File: config.mk
export PLATFORM = sky130hd
export DESIGN_NAME = bidir_pin_ctrl
export DESIGN_NICKNAME = d
export VERILOG_FILES = /design/src/rtl/bidir_pin_ctrl.sv
export SDC_FILE = /design/constraint.sdc
export NUM_CORES = 1
export LEC_CHECK = 0
export CAP_MARGIN = 40
export CORE_MARGIN = 5
export CORE_UTILIZATION = 25
export DETAILED_ROUTE_END_ITERATION = 8
export GPL_TIMING_DRIVEN = 0
export PLACE_DENSITY = 0.56
export SYNTH_ARGS = -nofsm -noshare
export SYNTH_HDL_FRONTEND = slang
export SYNTH_SLANG_ARGS = --single-unit
File: constraint.sdc
create_clock -name clk -period 2.7 [get_ports clk]
set_clock_uncertainty 0.15 [all_clocks]
set_input_delay 0.405 -clock clk [delete_from_list [all_inputs] [get_ports clk]]
set_output_delay 0.405 -clock clk [all_outputs]
set_load 0.05 [all_outputs]
File: src/rtl/bidir_pin_ctrl.sv
// rtl/bidir_pin_ctrl.sv - half-duplex write/read sequencer driving bidir_pin with turnaround and sync waits
// Optional feature: BIDIR_PARK_IN_EN returns the bus to input after every write.
module bidir_pin_ctrl #(
  parameter int WIDTH       = 8,
  parameter int TURN_CYCLES = 2,
  parameter int SYNC_STAGES = 2
) (
  input  logic             clk,
  input  logic             rst_n,
  input  logic             wr_valid,
  input  logic [WIDTH-1:0] wr_data,
  output logic             wr_ready,
  input  logic             rd_req,
  output logic             rd_valid,
  output logic [WIDTH-1:0] rd_data,
  output logic             busy,
  output logic             dir,
  output logic [WIDTH-1:0] data_out,
  input  logic [WIDTH-1:0] data_in
);

  localparam int CW = $clog2(TURN_CYCLES + SYNC_STAGES + 1);
  localparam logic [CW-1:0] TURN_LD = CW'(TURN_CYCLES);
  localparam logic [CW-1:0] TURN_IN_LD = CW'(TURN_CYCLES - 1);
  localparam logic [CW-1:0] SYNC_LD = CW'(SYNC_STAGES);
  localparam logic [CW-1:0] ONE = CW'(1);

  typedef enum logic [2:0] {IDLE, TURN_OUT, DRIVE, TURN_IN, SAMPLE} state_t;

  state_t           state_q, state_d;
  logic [CW-1:0]    cnt_q, cnt_d;
  logic [WIDTH-1:0] wdata_q, wdata_d;
  logic             dir_q, dir_d;
  logic [WIDTH-1:0] data_out_q, data_out_d;
  logic             rd_valid_q, rd_valid_d;
  logic [WIDTH-1:0] rd_data_q, rd_data_d;
  logic [WIDTH-1:0] sync_q [SYNC_STAGES];
  logic [WIDTH-1:0] sync_d [SYNC_STAGES];

  assign wr_ready = (state_q == IDLE);
  assign busy     = !wr_ready;
  assign dir      = dir_q;
  assign data_out = data_out_q;
  assign rd_valid = rd_valid_q;
  assign rd_data  = rd_data_q;

  always_comb begin
    sync_d[0] = data_in;
    for (int i = 1; i < SYNC_STAGES; i++) sync_d[i] = sync_q[i-1];
  end

  always_comb begin
    state_d    = state_q;
    cnt_d      = cnt_q;
    wdata_d    = wdata_q;
    dir_d      = dir_q;
    data_out_d = data_out_q;
    rd_valid_d = 1'b0;
    rd_data_d  = rd_data_q;
    case (state_q)
      IDLE: begin
        // Write wins arbitration; an already-driving bus skips turnaround.
        if (wr_valid) begin
          wdata_d = wr_data;
          if (dir_q) begin
            state_d = DRIVE;
            cnt_d   = ONE;
          end else begin
            state_d = TURN_OUT;
            cnt_d   = TURN_LD;
          end
        end else if (rd_req) begin
          dir_d = 1'b0;
          if (dir_q) begin
            state_d = TURN_IN;
            cnt_d   = TURN_IN_LD;
          end else begin
            state_d = SAMPLE;
            cnt_d   = SYNC_LD;
          end
        end
      end
      TURN_OUT: begin
        if (cnt_q == '0) begin
          dir_d      = 1'b1;
          data_out_d = wdata_q;
          state_d    = DRIVE;
          cnt_d      = '0;
        end else begin
          cnt_d = cnt_q - ONE;
        end
      end
      DRIVE: begin
        dir_d      = 1'b1;
        data_out_d = wdata_q;
        if (cnt_q == '0) begin
`ifdef BIDIR_PARK_IN_EN
          dir_d   = 1'b0;
          state_d = TURN_IN;
          cnt_d   = TURN_IN_LD;
`else
          state_d = IDLE;
          cnt_d   = '0;
`endif
        end else begin
          cnt_d = cnt_q - ONE;
        end
      end
      TURN_IN: begin
        if (cnt_q == '0) begin
`ifdef BIDIR_PARK_IN_EN
          state_d = IDLE;
          cnt_d   = '0;
`else
          state_d = SAMPLE;
          cnt_d   = SYNC_LD;
`endif
        end else begin
          cnt_d = cnt_q - ONE;
        end
      end
      SAMPLE: begin
        if (cnt_q == '0) begin
          rd_data_d  = sync_q[SYNC_STAGES-1];
          rd_valid_d = 1'b1;
          state_d    = IDLE;
        end else begin
          cnt_d = cnt_q - ONE;
        end
      end
      default: begin
        state_d = IDLE;
        cnt_d   = '0;
      end
    endcase
  end

  always_ff @(posedge clk or negedge rst_n) begin
    if (!rst_n) begin
      state_q    <= IDLE;
      cnt_q      <= '0;
      wdata_q    <= '0;
      dir_q      <= 1'b0;
      data_out_q <= '0;
      rd_valid_q <= 1'b0;
      rd_data_q  <= '0;
      for (int i = 0; i < SYNC_STAGES; i++) sync_q[i] <= '0;
    end else begin
      state_q    <= state_d;
      cnt_q      <= cnt_d;
      wdata_q    <= wdata_d;
      dir_q      <= dir_d;
      data_out_q <= data_out_d;
      rd_valid_q <= rd_valid_d;
      rd_data_q  <= rd_data_d;
      for (int i = 0; i < SYNC_STAGES; i++) sync_q[i] <= sync_d[i];
    end
  end

endmodule

==> impl_results.md, run 1 <==
* Post-synth ARST share at 1.00
* Final number of hold-violating endpoints at 0
* Fin cells at roughly 280
* DRT antenna net count at 0
* Crit Path Max Fanout at 6
* Logic pwr share at 0.503
* Pre-antenna DRT Iters at 4
* Clk slew on worst S/H paths at approximately 0.10 ns
* Die span in y at ~97 µm
* Worst min path class: register to register
* YS warnings at 0
* Avg Inst Size Synth at roughly 14 µm²
* Syn_nets at between 150 and 200
* PostCTS Resize Cnt at 0
* Clk pwr share at 0.165
* Initial antenna violation count at 0
* Vias per inst at ~4.1
* Switching Fraction at 0.412
* Final net count at approximately 200
* Delay-heaviest family, CP: buffers and inverters
* Cell Rows at 31
* Die Width at 96.6 µm
* Min Clock Period, post-route at between 2 and 3 ns
* CORE AREA at about 7300 µm²
* Slowest Stage Delay on Critical Path at 0.72 ns
* Largest area contributor in the netlist: dfrtp_1
* Postcts setup bufs at 0
* Slew @ Worst Pin at between 0.5 and 0.6 ns
* Top FF cell, synth: dfrtp_1
* Clk_lat worst skew at approximately 0.3 ns
* Leakage at around 1.1 nW
* Max VDD drop at about 0.00045 V
* Die area at between 9000 and 10,000 µm²
* CP Cell Sequence: buf_2 > nor3_4 > inv_1 > clkdlybuf4s50_1
* Sequential element share of the synthesized area at 0.640
* Post-DR wirelength/cell at about 12 µm
* Final setup violating endpoints at 0
* Status: finished clean
* Register share of total power at 0.332
* Gr ovfl total at 0
* Synth top area share at 0.640
* Number of global-route vias before repair at about 1,300
* FF+latch count, synth at 48
* CTS tree: built
* Worst setup SP type: register
* GRT Util Overall at 0.0839
* Mapped cell area at between 1500 and 2000 µm²
* Starting Density at 0.257
* Slew HR at 0.660
* Post-DP HPWL at roughly 2400 µm
* WS Path Type: register to output pin
* RSZ-0062 raised after global routing: no
* Placed insts at 270
* CP arrival at between 1.5 and 2 ns
* Cells after synthesis at 131
* First DRT Iteration DRCs at 68
* Peak Freq at 399 MHz
* Num ports at 40
* Root buf cell: clkbuf_8
* P_sw at about 0.0013 W
* Clk buf depth at 2
* Total Power at around 0.0032 W
* Ranking of synthesized cells by area: dfrtp_1, mux2_2, ha_1
* Critical path capture point type: output pin
* Layout area overhead at 34.9%
* Hold buffers post-CTS at 1
* Slowest stage cell, crit path: clkdlybuf4s50_1
* Sink Count at 48
* IO buf count at 39
* First-pass GRT wire length at 6340 µm
* GP Congestion at between 0.6 and 0.7
* Largest net degree at the start of global routing at 37
* Power Dens Cells at about 1300 nW/µm²
* Max Slew Vio Count at 0
* Max-cap violations at 0
* CTS Buf Count at 5
* Depth of the CTS H-tree at 2
* ANT cells at 0
* Worst EP required at ~2.1 ns
* Int Power at about 0.0019 W
* Vias at roughly 1,200
* Worst path bufs/invs at 3
* Post-synth top cells: dfrtp_1, mux2_2, inv_1, nand2_1, o21ai_0
* Post-synth EDFFs at 0
* Top-count cell post-synth: dfrtp_1
* Unique masters post-synth at 34
* Final wirelength at between 3000 and 4000 µm
* Number of remaining DRC errors at 0
* Tcrit/Tclk final at 0.929
* Share of cells above drive strength 1 at 0.228
[placed cells by master, fill, tap and decap left out, types with 3 or more instances in the layout]
cell type and n:
ha_1 3, dfrtp_1 48, a21oi_1 3, nor2_1 3
buf_2 3, mux2_1 3, nand2b_1 3, clkdlybuf4s50_1 38
nand3_1 3, clkbuf_8 5, o21ai_0 4, inv_1 6
mux2_2 21, nand2_1 6
[cell families (layout without fill, tap and decap cells)]
logic type / Yosys count / in the layout / share of synthesized area
AOI/OAI and AO/OA: 18 / 18 / 0.0687
xor gates and xnor gates: 1 / 1 / 0.00467
adders and majority gates: 3 / 3 / 0.0200
buffers and inverters: 11 / 60 / 0.0273
DFF: 48 / 48 / 0.640
muxes: 25 / 25 / 0.149
and+or+nand+nor: 25 / 25 / 0.0900
[metal layers]
layer / share of wire / global-route usage / vias to the layer above
met1: 0.49 / 0.110 / 576
li1: - / - / 547
met4: 0.013 / 0.0292 / 0
met3: 0.053 / 0.0324 / 5
met5: 0 / 0 / -
met2: 0.45 / 0.127 / 26
[flip-flops by register name, indices dropped and copies added (netlist names)]
name,flops
cnt_q,3
data_out,8
dir,1
rd_data,8
rd_valid,1
state_q,3
sync_d,8
sync_q,8
wdata_q,8
[metrics by stage]
stage | utilization | TNS (ns) | setup slack (ns) | instance area (µm²) | hold slack, ns
after global routing | 0.347 | 0 | 0.0789 | 2530 | 0.211
after CTS | 0.347 | 0 | 0.173 | 2530 | 0.207
after detailed placement | 0.330 | 0 | 0.511 | 2410 | 0.168
after floorplan | - | 0 | 0.325 | 1880 | -0.0406
final | 0.347 | 0 | 0.192 | 2530 | 0.202
after global placement | 0.328 | -16.15 | -0.340 | 2390 | 0.182
[worst register-to-register path: cells and delay by family (launching register included)]
family                   cells  cell delay [ns]
AO/OA/AOI/OAI                1             0.33
AND/OR/NAND/NOR              2             0.24
flip-flops                   1             0.40
adder cells (fa/ha/maj)      1             0.22
buffers and inverters        2             0.29
multiplexers                 1             0.38
[cell type report]
cell class                 instances  area, µm²
timing repair buffer              41        415
buffer                             5       28.8
inverter                           6       22.5
multi-input combinational         72        624
clock buffer                       5       68.8
fill                             782       4760
tap                               99        124
clock inverter                     3       46.3
sequential                        48       1200
[worst paths after layout]
| path | slack [ns] | to | cells past startpoint | start |
|---|---|---|---|---|
| hold / removal | 0.20 | sync_q[0]$_DFF_PN0_ | 0 | sync_d[0]$_DFF_PN0_ |
| hold reg to reg | 0.20 | sync_q[0]$_DFF_PN0_ | 0 | sync_d[0]$_DFF_PN0_ |
| min in group asynchronous | 0.38 | wdata_q[1]$_DFFE_PN0P_ | 2 | rst_n |
| setup reg to reg | 0.58 | data_out[0]$_DFFE_PN0P_ | 7 | cnt_q[0]$_DFFE_PN0P_ |
| setup / recovery | 0.19 | busy | 4 | state_q[2]$_DFFE_PN0P_ |
| max in group asynchronous | 1.54 | sync_q[4]$_DFF_PN0_ | 3 | rst_n |
[power by group through the flow]
stage                     sequential, W  clock (W)  combinational, W
final                           0.00106   0.000529           0.00161
after detailed placement        0.00108          0           0.00163
after global placement          0.00108          0           0.00161
after CTS                       0.00107   0.000555           0.00163
after global routing            0.00110   0.000582           0.00174
after floorplan                 0.00146          0          0.000765
No activity file was read; power rests on OpenSTA's default activity.
==> run 2: changes to the inputs <==
CTS_BUF_LIST = sky130_fd_sc_hd__clkbuf_2   (was not set)
clock period = 2.95 ns   (was 2.7 ns; I/O delays follow)
==> impl_results.md, run 2 (synthesis results as in run 1) <==
* CTS Buf Count at 5 (unchanged)
* Crit Path Max Fanout at 6 (unchanged)
* Critical path capture point type: output pin (unchanged)
* Delay-heaviest family, CP: buffers and inverters (unchanged)
* Final net count at 202 (unchanged)
* Slew HR at 0.660 (unchanged)
* Tcrit/Tclk final at 0.911
* First DRT Iteration DRCs at 61 (was 68)
* Worst setup SP type: register (unchanged)
* Final setup violating endpoints at 0 (unchanged)
* Worst path bufs/invs at 3 (unchanged)
* Leakage at 1.08 nW (was 1.10 nW)
* Vias per inst at 4.17 (was 4.14)
* Clk buf depth at 2 (unchanged)
* ANT cells at 0 (unchanged)
* Hold buffers post-CTS at 1 (unchanged)
* Max VDD drop at 0.000407 V (was 0.000448 V)
* CTS tree: built (unchanged)
* Die Width at 96.6 µm (unchanged)
* Most frequent cells in the layout: dfrtp_1, clkdlybuf4s50_1, mux2_2 (unchanged)
* Root buf cell: clkbuf_2 (was clkbuf_8)
* Number of global-route vias before repair at 1,272 (unchanged)
* Placed insts at 270 (unchanged)
* Vias at 1,163 (was 1,154)
* RSZ-0062 raised after global routing: no (unchanged)
* Status: finished clean (unchanged)
* DRT antenna net count at 0 (unchanged)
* CP Cell Sequence: buf_2 > nor3_4 > inv_1 > clkdlybuf4s50_1 (unchanged)
* Slowest stage cell, crit path: clkdlybuf4s50_1 (unchanged)
* Critical Path Source: state_q[2]$_DFFE_PN0P_ (unchanged)
* Post-DR wirelength/cell at 12.4 µm (about the same)
* First-pass GRT wire length at 6300 µm (was 6340 µm)
* Setup TNS at 0 ns (unchanged)
* Worst min path class: register to register (unchanged)
* Final number of hold-violating endpoints at 0 (unchanged)
* Fin cells at 279 (unchanged)
* Most common cell after layout, fill and taps aside: dfrtp_1 (unchanged)
* Reg2reg start: cnt_q[0]$_DFFE_PN0P_ (unchanged)
* GP Congestion at 0.697 (unchanged)
* Power Dens Cells at 1130 nW/µm² (was 1270 nW/µm²)
* Starting Density at 0.257 (unchanged)
* Slowest Stage Delay on Critical Path at 0.72 ns (about the same)
* GRT Util Overall at 0.0835 (was 0.0839)
* Final wirelength at 3450 µm (was 3470 µm)
* Largest net degree at the start of global routing at 37 (unchanged)
* Depth of the CTS H-tree at 2 (unchanged)
* Clk_lat worst skew at 0.41 ns (was 0.30 ns)
* Min Clock Period, post-route at about 2.7 ns
* Postcts setup bufs at 0 (unchanged)
* Fin Hold WS at 0.219 ns (was 0.202 ns)
* Max-cap violations at 0 (unchanged)
* Num ports at 40 (unchanged)
* Final WS setup at 0.264 ns (was 0.192 ns)
* CP arrival at 2.09 ns (was 1.95 ns)
* Layout area overhead at 32.5% (was 34.9%)
* Cell Rows at 31 (unchanged)
* Gr ovfl total at 0 (unchanged)
* WS Path Type: register to output pin (unchanged)
* Peak Freq at 372 MHz
* Share of cells above drive strength 1 at 0.228 (unchanged)
* Worst EP required at 2.36 ns (was 2.14 ns)
* Clk slew on worst S/H paths at 0.26 ns (was 0.10 ns)
* PostCTS Resize Cnt at 0 (unchanged)
* CORE AREA at 7290 µm² (unchanged)
* IO buf count at 39 (unchanged)
* Worst slack at placement at 0.723 ns (was 0.511 ns)
* Sink Count at 48 (unchanged)
* Number of remaining DRC errors at 0 (unchanged)
* Min-delay src: sync_d[0]$_DFF_PN0_ (unchanged)
* Die area at 9340 µm² (unchanged)
* Pre-antenna DRT Iters at 4 (unchanged)
* Die span in y at 96.6 µm (unchanged)
* Slew @ Worst Pin at 0.509 ns (unchanged)
* Initial antenna violation count at 0 (unchanged)
* Fillers at 793 (was 782)
* Post-DP HPWL at 2420 µm (unchanged)
* Max Slew Vio Count at 0 (unchanged)
-- run 2: cell types whose count changed in the layout (fill, tap and decap cells not counted) --
cell and delta:
clkbuf_2 +5, clkbuf_8 -5
-- run 2: per-stage QoR --
step / power, W / area [µm²] / util
after floorplan: 0.00204 / 1880 / -
final: 0.00281 / 2490 / 0.341
after CTS: 0.00286 / 2490 / 0.341
after global routing: 0.00301 / 2490 / 0.341
after global placement: 0.00246 / 2390 / 0.328
after detailed placement: 0.00248 / 2410 / 0.330
-- run 2: path summary, 6_finish.rpt --
path                                            to  slack (ns)  cells past startpoint
setup / recovery                              busy        0.26                      4
hold / removal                 sync_q[0]$_DFF_PN0_        0.22                      0
setup reg to reg           data_out[0]$_DFFE_PN0P_        0.82                      7
hold reg to reg                sync_q[0]$_DFF_PN0_        0.22                      0
max in group asynchronous          dir$_DFFE_PN0P_        1.89                      3
min in group asynchronous   wdata_q[1]$_DFFE_PN0P_        0.28                      2
-- run 2: routing by layer --
metal,share of wire,global-route usage
met5,0,0
met3,0.051,0.0324
met2,0.46,0.128
met4,0.012,0.0292
met1,0.48,0.107
-- run 2: area by class of cell --
class | instances | area, µm² | area share
clock buffers | 5 | 25.0 | 0.0101
inverters | 6 | 22.5 | 0.00905
multi-input cells | 72 | 624 | 0.251
flip-flops and latches | 48 | 1200 | 0.483
plain buffers | 5 | 28.8 | 0.0116
clock inverters | 3 | 46.3 | 0.0186
repair buffers | 41 | 415 | 0.167
well taps | 99 | 124 | 0.0498
-- run 2: power by group --
group	total [W]	internal (W)	switching, W
logic	0.00148	0.000596	0.000881
registers	0.000971	0.000871	0.000100
clock network	0.000361	0.000146	0.000215
total	0.00281	0.00161	0.00120
==> edit: new RTL, flow settings as in run 1 <==
`WIDTH`: 8 -> 9.
--- a/src/rtl/bidir_pin_ctrl.sv
+++ b/src/rtl/bidir_pin_ctrl.sv
@@ -1,7 +1,7 @@
 // rtl/bidir_pin_ctrl.sv - half-duplex write/read sequencer driving bidir_pin with turnaround and sync waits
 // Optional feature: BIDIR_PARK_IN_EN returns the bus to input after every write.
 module bidir_pin_ctrl #(
-  parameter int WIDTH       = 8,
+  parameter int WIDTH       = 9,
   parameter int TURN_CYCLES = 2,
   parameter int SYNC_STAGES = 2
 ) (
Interface: changed (resized data_in, data_out, rd_data and wr_data); port bits go from 40 to 44. The function was not compared with the original's and may differ.
==> edit against run 1 <==
Count of clock-buffer cells in the layout is 1 higher; wire length grew 8.4%; sequential share of layout area up 0.40 points; final area up 9.5%; synthesized cell count is 3.1% higher; register-to-register slack worse by 0.09 ns; via count is 6.2% higher; total power is 11% higher; area after synthesis up 9.8%; sequential cell count is 5 higher; core utilization fell by 0.64 points; setup slack got worse by 0.0042 ns; highest routed layer unchanged.
==> edit: results (changes against run 1) <==
[run_status]
status = complete, no violations

[place]
gpl.final_weighted_congestion = 0.7387  ; +6.0%
detailedPlacementHpwl_microns = 2644  ; +9.4%
placed_cell_area_sq_um = 2638  ; +9.6%
buffers_added_on_ports = 43  ; +10%

[detailed_routing]
dr_wl_met2_microns = 1790  ; +16%
dr_wl_met3_microns = 164  ; -11%
route.layer.met1.wl_microns = 1776  ; +5.1%
finalWirelength_microns = 3756  ; +8.4%
via_count = 1225  ; +6.2%
detail_route.iter0.violations = 24  ; -65%

[finish]
nNetsFinal = 212  ; +5.0%
final_standard_cell_utilization_of_the_core_pct = 34.07  ; -0.64 points
final_layout_size_suffix_gt1_share_pct = 15.96  ; -6.8 points

[grt]
pin_count_of_the_biggest_net_entering_global_routing = 34  ; -8.1%
first_pass_grt_wire_length_microns = 6458  ; +1.8%
first_global_vias = 1324  ; +4.1%
groute.usage.overall_pct = 8.010  ; -0.38 points

[synthesis]
netlist_top_cells_area = dfrtp_1 (64%), mux2_1 (10%), mux2_4 (6.6%)
yosys.cell_types.count = 39  ; +15%
synth-seq-area-share_pct = 64.36  ; +0.36 points
synth_nets = 160  ; +3.9%
netlist_top_cells_count = dfrtp_1 (53), mux2_1 (19), mux2_4 (9), a21oi_1 (4)

[worst_setup_path]
ff2ff_setup_slack_ns = 0.49  ; -0.09 ns
worstSetupStartpoint = state_q[2]
worst_r2r_endpoint = data_out[2]
worst_ep_arrival_time_ns = 1.96

[power_and_ir_drop]
share_seq_of_total_power_pct = 34.0  ; +0.8 points
netSwitchingPower_mw = 1.434  ; +8.6%
sw_share_pct = 40.46  ; -0.75 points
leakagePower_nw = 1.216  ; +11%
clock_share_of_power_pct = 16.2  ; -0.3 points
worst_ir_drop_vdd_v = 0.0007720  ; +72%

[clock_tree]
cts_buffers = 5  ; unchanged
post_cts_sizing_count = 0  ; unchanged

[sta]
slew-limit-headroom_pct = 65.23  ; -0.75 points

edit: cell type report:
cell class                      instances  share of cell area [%]
Multi-Input combinational cell         72                   24.83
Clock inverter                          2                   1.490
Timing Repair Buffer                   45                   16.43
Sequential cell                        53                   47.86
Inverter                                5                  0.7223
Buffer                                  5                  0.9481
Clock buffer                            6                   2.980
Tap cell                              105                   4.740
edit: logic make-up (layout without fill, tap and decap cells):
family	after synthesis	in the layout	share of synthesized area [%]
flip-flops	53	53	64.36
multiplexers	29	29	17.43
AND/OR/NAND/NOR	25	25	8.865
AO/OA/AOI/OAI	14	14	4.858
buffers and inverters	10	63	2.246
adder cells (fa/ha/maj)	3	3	1.822
XOR/XNOR	1	1	0.4251
edit: per-layer routing:
metal	vias to the layer above	global-route usage [%]
li1	572	-
met1	625	10.40
met2	24	12.81
met3	4	2.422
met4	0	2.487
met5	-	0
edit: how the worst min path moves through the flow:
stage | depth (start not counted) | endpoint | from | slack [ns]
final | 0 | sync_q[8] | sync_d[8] | 0.21
after global routing | 0 | sync_q[0] | sync_d[0] | 0.21
after CTS | 0 | sync_q[0] | sync_d[0] | 0.21
after detailed placement | 0 | sync_q[7] | sync_d[7] | 0.19
after global placement | 0 | sync_q[3] | sync_d[3] | 0.18
after floorplan | 0 | cnt_q[0] | rst_n | -0.04
edit: metrics by stage:
stage               setup WS [ns]  cells  hold slack (ns)
floorplan                 0.08471    135         -0.04059
global placement          -0.5731    283           0.1824
detailed placement         0.4784    284           0.1864
CTS                        0.1414    293           0.2111
global route              0.08924    293           0.2148
finish                     0.1873    293           0.2068
